==> src/rtl/width_param.sv <==
// Shared width constants for the execute/memory pipeline slice.
// Every package and module that sizes a datapath field takes it from here.
package width_param;

    localparam int DATA_W     = 32;
    localparam int REG_ADDR_W = 5;
    localparam int LSU_OP_W   = 4;

endpackage

==> src/rtl/core_pkg.sv <==
// Core-wide types: LSU opcode encodings, skid-buffer state, EX/MEM payload.
// Imported by the EX/MEM register and its misalignment checker.
package core_pkg;

    import width_param::*;

    typedef enum logic [LSU_OP_W-1:0] {
        LSU_LD_B  = 4'b0000,
        LSU_LD_H  = 4'b0001,
        LSU_LD_W  = 4'b0010,
        LSU_ST_B  = 4'b0100,
        LSU_ST_H  = 4'b0101,
        LSU_ST_W  = 4'b0110,
        LSU_LD_BU = 4'b1000,
        LSU_LD_HU = 4'b1001,
        LSU_NONE  = 4'b1111
    } lsu_op_e;

    typedef enum logic [1:0] {
        EMPTY = 2'd0,
        HALF  = 2'd1,
        FULL  = 2'd2
    } pipe_state_e;

    typedef struct packed {
        logic [DATA_W-1:0]     pc;
        logic [DATA_W-1:0]     inst;
        logic                  rw_en;
        logic [REG_ADDR_W-1:0] rw_addr;
        logic [DATA_W-1:0]     ex_result;
        logic [LSU_OP_W-1:0]   lsu_op;
        logic [DATA_W-1:0]     lsu_data;
        logic                  ale;
    } ex_mem_t;

endpackage

==> src/rtl/ale_check.sv <==
// Address-misalignment detector for loads and stores.
// Halfwords need bit 0 clear, words need bits 1:0 clear.
module ale_check
    import width_param::*;
    import core_pkg::*;
(
    input  logic [LSU_OP_W-1:0] lsu_op,
    input  logic [1:0]          addr_lo,
    output logic                ale
);

    // Decode the access size and test the low address bits for it
    always_comb begin
        ale = 1'b0;
        unique case (lsu_op)
            LSU_LD_H, LSU_LD_HU, LSU_ST_H: ale = addr_lo[0];
            LSU_LD_W, LSU_ST_W:            ale = |addr_lo;
            default:                       ale = 1'b0;
        endcase
    end

endmodule

==> src/rtl/ex_mem_pipe.sv <==
// EX->MEM pipeline register with a one-entry skid buffer.
// in_ready depends only on registered state, so no ready path crosses it.
module ex_mem_pipe
    import core_pkg::*;
#(
    parameter int DATA_WIDTH     = 32,
    parameter int REG_ADDR_WIDTH = 5,
    parameter int LSU_OP_WIDTH   = 4
) (
    input  logic                      clk,
    input  logic                      rst,
    input  logic                      flush,
    input  logic                      in_valid,
    output logic                      in_ready,
    input  logic [DATA_WIDTH-1:0]     in_pc,
    input  logic [DATA_WIDTH-1:0]     in_inst,
    input  logic [DATA_WIDTH-1:0]     in_ex_result,
    input  logic [DATA_WIDTH-1:0]     in_lsu_data,
    input  logic                      in_rw_en,
    input  logic [REG_ADDR_WIDTH-1:0] in_rw_addr,
    input  logic [LSU_OP_WIDTH-1:0]   in_lsu_op,
    output logic                      out_valid,
    input  logic                      out_ready,
    output logic [DATA_WIDTH-1:0]     out_pc,
    output logic [DATA_WIDTH-1:0]     out_inst,
    output logic [DATA_WIDTH-1:0]     out_ex_result,
    output logic [DATA_WIDTH-1:0]     out_lsu_data,
    output logic                      out_rw_en,
    output logic [REG_ADDR_WIDTH-1:0] out_rw_addr,
    output logic [LSU_OP_WIDTH-1:0]   out_lsu_op,
    output logic                      out_ale
);

    pipe_state_e state;
    ex_mem_t     main_q;
    ex_mem_t     skid_q;
    ex_mem_t     cap;
    logic        ale;
    logic        fire_in;
    logic        fire_out;

    ale_check u_ale_check (
        .lsu_op  (in_lsu_op),
        .addr_lo (in_ex_result[1:0]),
        .ale     (ale)
    );

    assign in_ready  = (state != FULL) & ~rst;
    assign out_valid = (state != EMPTY);
    assign fire_in   = in_valid & in_ready;
    assign fire_out  = out_valid & out_ready;

    // Build the captured beat; a misaligned access is neutralised here
    always_comb begin
        cap.pc        = in_pc;
        cap.inst      = in_inst;
        cap.rw_en     = in_rw_en;
        cap.rw_addr   = in_rw_addr;
        cap.ex_result = in_ex_result;
        cap.lsu_op    = in_lsu_op;
        cap.lsu_data  = in_lsu_data;
        cap.ale       = ale;
        if (ale) begin
            cap.rw_en  = 1'b0;
            cap.lsu_op = LSU_NONE;
        end
    end

    // Skid-buffer state machine: main feeds MEM, skid absorbs one stall
    always_ff @(posedge clk or posedge rst) begin
        if (rst) begin
            state  <= EMPTY;
            main_q <= '0;
            skid_q <= '0;
        end else if (flush) begin
            state <= EMPTY;
        end else begin
            case (state)
                EMPTY: begin
                    if (fire_in) begin
                        state  <= HALF;
                        main_q <= cap;
                    end
                end
                HALF: begin
                    if (fire_in && fire_out) begin
                        main_q <= cap;
                    end else if (fire_in) begin
                        state  <= FULL;
                        skid_q <= cap;
                    end else if (fire_out) begin
                        state <= EMPTY;
                    end
                end
                FULL: begin
                    if (fire_out) begin
                        state  <= HALF;
                        main_q <= skid_q;
                    end
                end
                default: state <= EMPTY;
            endcase
        end
    end

    assign out_pc        = main_q.pc;
    assign out_inst      = main_q.inst;
    assign out_ex_result = main_q.ex_result;
    assign out_lsu_data  = main_q.lsu_data;
    assign out_rw_addr   = main_q.rw_addr;
    assign out_rw_en     = out_valid & main_q.rw_en;
    assign out_ale       = out_valid & main_q.ale;
    assign out_lsu_op    = out_valid ? main_q.lsu_op : LSU_NONE;

endmodule
==> config.mk <==
export PLATFORM = sky130hd
export DESIGN_NAME = ex_mem_pipe
export DESIGN_NICKNAME = d
export VERILOG_FILES = /design/src/rtl/width_param.sv /design/src/rtl/core_pkg.sv /design/src/rtl/ale_check.sv /design/src/rtl/ex_mem_pipe.sv
export SDC_FILE = /design/constraint.sdc
export NUM_CORES = 1
export LEC_CHECK = 0
export CAP_MARGIN = 20
export CORE_MARGIN = 10
export CORE_UTILIZATION = 45
export DETAILED_ROUTE_END_ITERATION = 12
export HOLD_SLACK_MARGIN = 0.08
export MAX_ROUTING_LAYER = met4
export PLACE_DENSITY = 0.79
export SYNTH_ARGS = -nofsm -noshare
export SYNTH_HDL_FRONTEND = slang
export SYNTH_SLANG_ARGS = --single-unit
export TNS_END_PERCENT = 20
==> constraint.sdc <==
create_clock -name clk -period 12.81 [get_ports clk]
set_input_delay 2.562 -clock clk [delete_from_list [all_inputs] [get_ports clk]]
set_output_delay 2.562 -clock clk [all_outputs]
set_load 0.03 [all_outputs]
==> qor.txt <==
status -> finished clean
worst-path cell with the longest stage delay -> clkdlybuf4s50_1
Cell Chain, Critical Path -> clkdlybuf4s50_1 > nor2_1 > clkdlybuf4s50_1
global-route wire length before repair -> 53810 µm
CTS Buf Count -> 29
DRT Wirelength -> 33760 µm
Clock Sinks -> 280
synthesized area -> 0.01276 mm²
synth unique cells -> 31
Fmax achieved -> 151.3 MHz
total count of hold-check failures in the final report -> 0
Final Skew -> 0.01858 ns
Post-synth EDFFs -> 0
largest area contributor in the netlist -> dfrtp_1
Crit. End Element -> output pin
Skew-Pair Late Insertion Delay -> 0.55 ns
drt first pass iters -> 5
FP Rows -> 61
DRT iter0 DRCs -> 807
Hold Slack -> 0.4648 ns
setup bufs post-CTS -> 0
CP dominant cell by count -> clkdlybuf4s50_1
top cell type's share of synthesized area -> 54.92%
Post-DRT Antenna Nets -> 0
sequential area share after synthesis -> 54.92%
Crit path arrival time -> 4.05 ns
Slew Limit Fails -> 0
initial antenna violation count -> 4
placed instance count -> 1957
Finished Layout Cells -> 2016
Max stage delay on crit path -> 0.70 ns
Starting Density -> 45.80%
final worst-path cycle share -> 51.59%
min cycle time layout -> 6.608 ns
fin area -> 0.01574 mm²
final core utilization -> 56.50%
Max Cap Viol -> 0
synthesized flop and latch total -> 280
post_cts resized -> 0
Port Buffers -> 283
largest net degree at the start of global routing -> 128
min-delay worst type -> reg -> reg
Power Dens Cells -> 172.1 mW/mm²
vias in the first global route -> 9833
Hold Buf Count CTS -> 0
CTS tree -> done
final setup fails -> 0
share of cells above drive strength 1 -> 4.529%
RSZ-0062 raised after global routing -> false
CP Data Required Time -> 10.25 ns
Worst Tran Pin Value -> 1.096 ns
die height -> 188.4 µm
Synth top cells by count -> nand2_1 (672), dfrtp_1 (280), nor2_1 (145)
mean post-synth cell area -> 8.444 µm²
top cells by area, synth -> dfrtp_1 (55%), nand2_1 (20%), buf_4 (8.4%)
Area after DPL -> 0.01470 mm²
ys async rst share -> 100.0%
Clock Tree Buf Depth -> 3
HPWL after detailed placement -> 21440 µm
Static Leak -> 0.007332 µW
Reg clk slew, reported paths -> 0.06 ns
Die Width -> 188.4 µm
Rel. slew slack -> 26.96%
Fill cells -> 2380
Area Growth Syn to Fin -> 23.36%
placer's final routability congestion estimate -> 0.7904
worst IR drop on VDD -> 0.09769 mV
Root Buffer -> clkbuf_16
Syn Inst Count -> 1511
DR DRC count -> 0
global route overflow -> 0
vias per cell -> 5.006
most frequent cell after synthesis -> nand2_1
detailed-route via count -> 10092
crit-path max FO -> 6
WL/cell -> 16.75 µm
Most used DFF post-synth -> dfrtp_1
CTS H-tree lvls -> 1
syn_nets -> 1654
Core Area -> 0.02786 mm²
critical path type -> in -> out
Setup crit start kind -> input port
I/O pins -> 284
Synth Warn # -> 0
nets -> 1754
GRT Overall Usage -> 18.81%
die area -> 0.03549 mm²
setup TNS -> 0 ns
==> layer usage <==
metal	up-vias	global-route usage [%]	wire [µm]
li1	4884	-	-
met1	4840	23.53	14540
met2	304	29.53	16020
met3	64	3.951	1941
met4	0	7.204	1257
met5	-	-	0
==> logic make-up after synthesis <==
kind of cell | count (synthesis) | share of synthesized area (%)
flops | 280 | 54.92
xor+xnor | 1 | 0.06866
simple gates | 843 | 25.47
mux | 1 | 0.08825
compound gates | 157 | 7.806
buf+inv | 229 | 11.65
==> registers in the layout, summed over array words and instances, names as in the netlist <==
signal / cells
out_lsu_data: 32
out_pc: 32
out_ex_result: 32
skid_q: 139
main_q: 6
out_rw_addr: 5
state: 2
out_inst: 32
==> metrics by stage <==
step                      worst slack [ns]  total power [µW]
after CTS                            6.200              2736
after global placement               6.207              1824
after floorplan                      2.526              1666
after detailed placement             6.213              1848
after global routing                 6.180              2843
final                                6.202              2709
==> critical path: cells and delay by family <==
kind	cells	cell delay (ns)
buffers and inverters	2	1.27
and+or+nand+nor	1	0.21
==> where the power goes <==
group	leakage, µW	switching, µW	total, µW	internal [µW]
Sequential	0.00340	96.8	1160	1060
Clock	0.000505	355	882	527
Combinational	0.00343	388	668	280
Total	0.00733	840	2710	1870
==> final timing paths <==
check,from,endpoint,slack [ns],depth (start not counted)
worst min register to register,skid_q[119],skid_q[119],0.46,2
worst min-delay path,skid_q[119],skid_q[119],0.46,2
worst max register to register,state[0],main_q[74],9.58,5
worst max-delay path,rst,in_ready,6.20,3
min in group asynchronous,rst,out_pc[4],2.71,2
max in group asynchronous,rst,out_inst[17],7.86,5
==> final cells by class <==
class | instances | area (µm²) | area share (%)
multi-input cells | 1002 | 4284 | 27.22
clock inverters | 12 | 138.9 | 0.8824
clock buffers | 42 | 864.6 | 5.493
diodes | 4 | 10.01 | 0.06360
flip-flops and latches | 280 | 7007 | 44.52
repair buffers | 295 | 2943 | 18.70
inverters | 3 | 18.77 | 0.1192
well taps | 378 | 473.0 | 3.005
==> layout by cell type (no fill, tap or decap), types with 2 or more instances in the layout <==
cell / netlist / layout
a21oi_1: 4 / 4
a31o_2: 2 / 2
a31oi_1: 134 / 134
buf_4: 142 / 11
bufinv_16: 0 / 3
clkbuf_1: 59 / 4
clkbuf_16: 0 / 29
clkbuf_8: 0 / 9
clkdlybuf4s50_1: 0 / 283
clkinv_2: 0 / 8
dfrtp_1: 280 / 280
diode_2: 0 / 4
inv_1: 3 / 2
nand2_1: 672 / 672
nand2b_1: 3 / 2
nand3b_1: 4 / 4
nand4bb_1: 2 / 2
nor2_1: 145 / 145
nor2b_1: 5 / 4
nor3_1: 3 / 3
o21ai_0: 9 / 9
o22ai_1: 2 / 2
o32ai_1: 3 / 3
or2_2: 4 / 4
(Power assumes the default switching activity.)
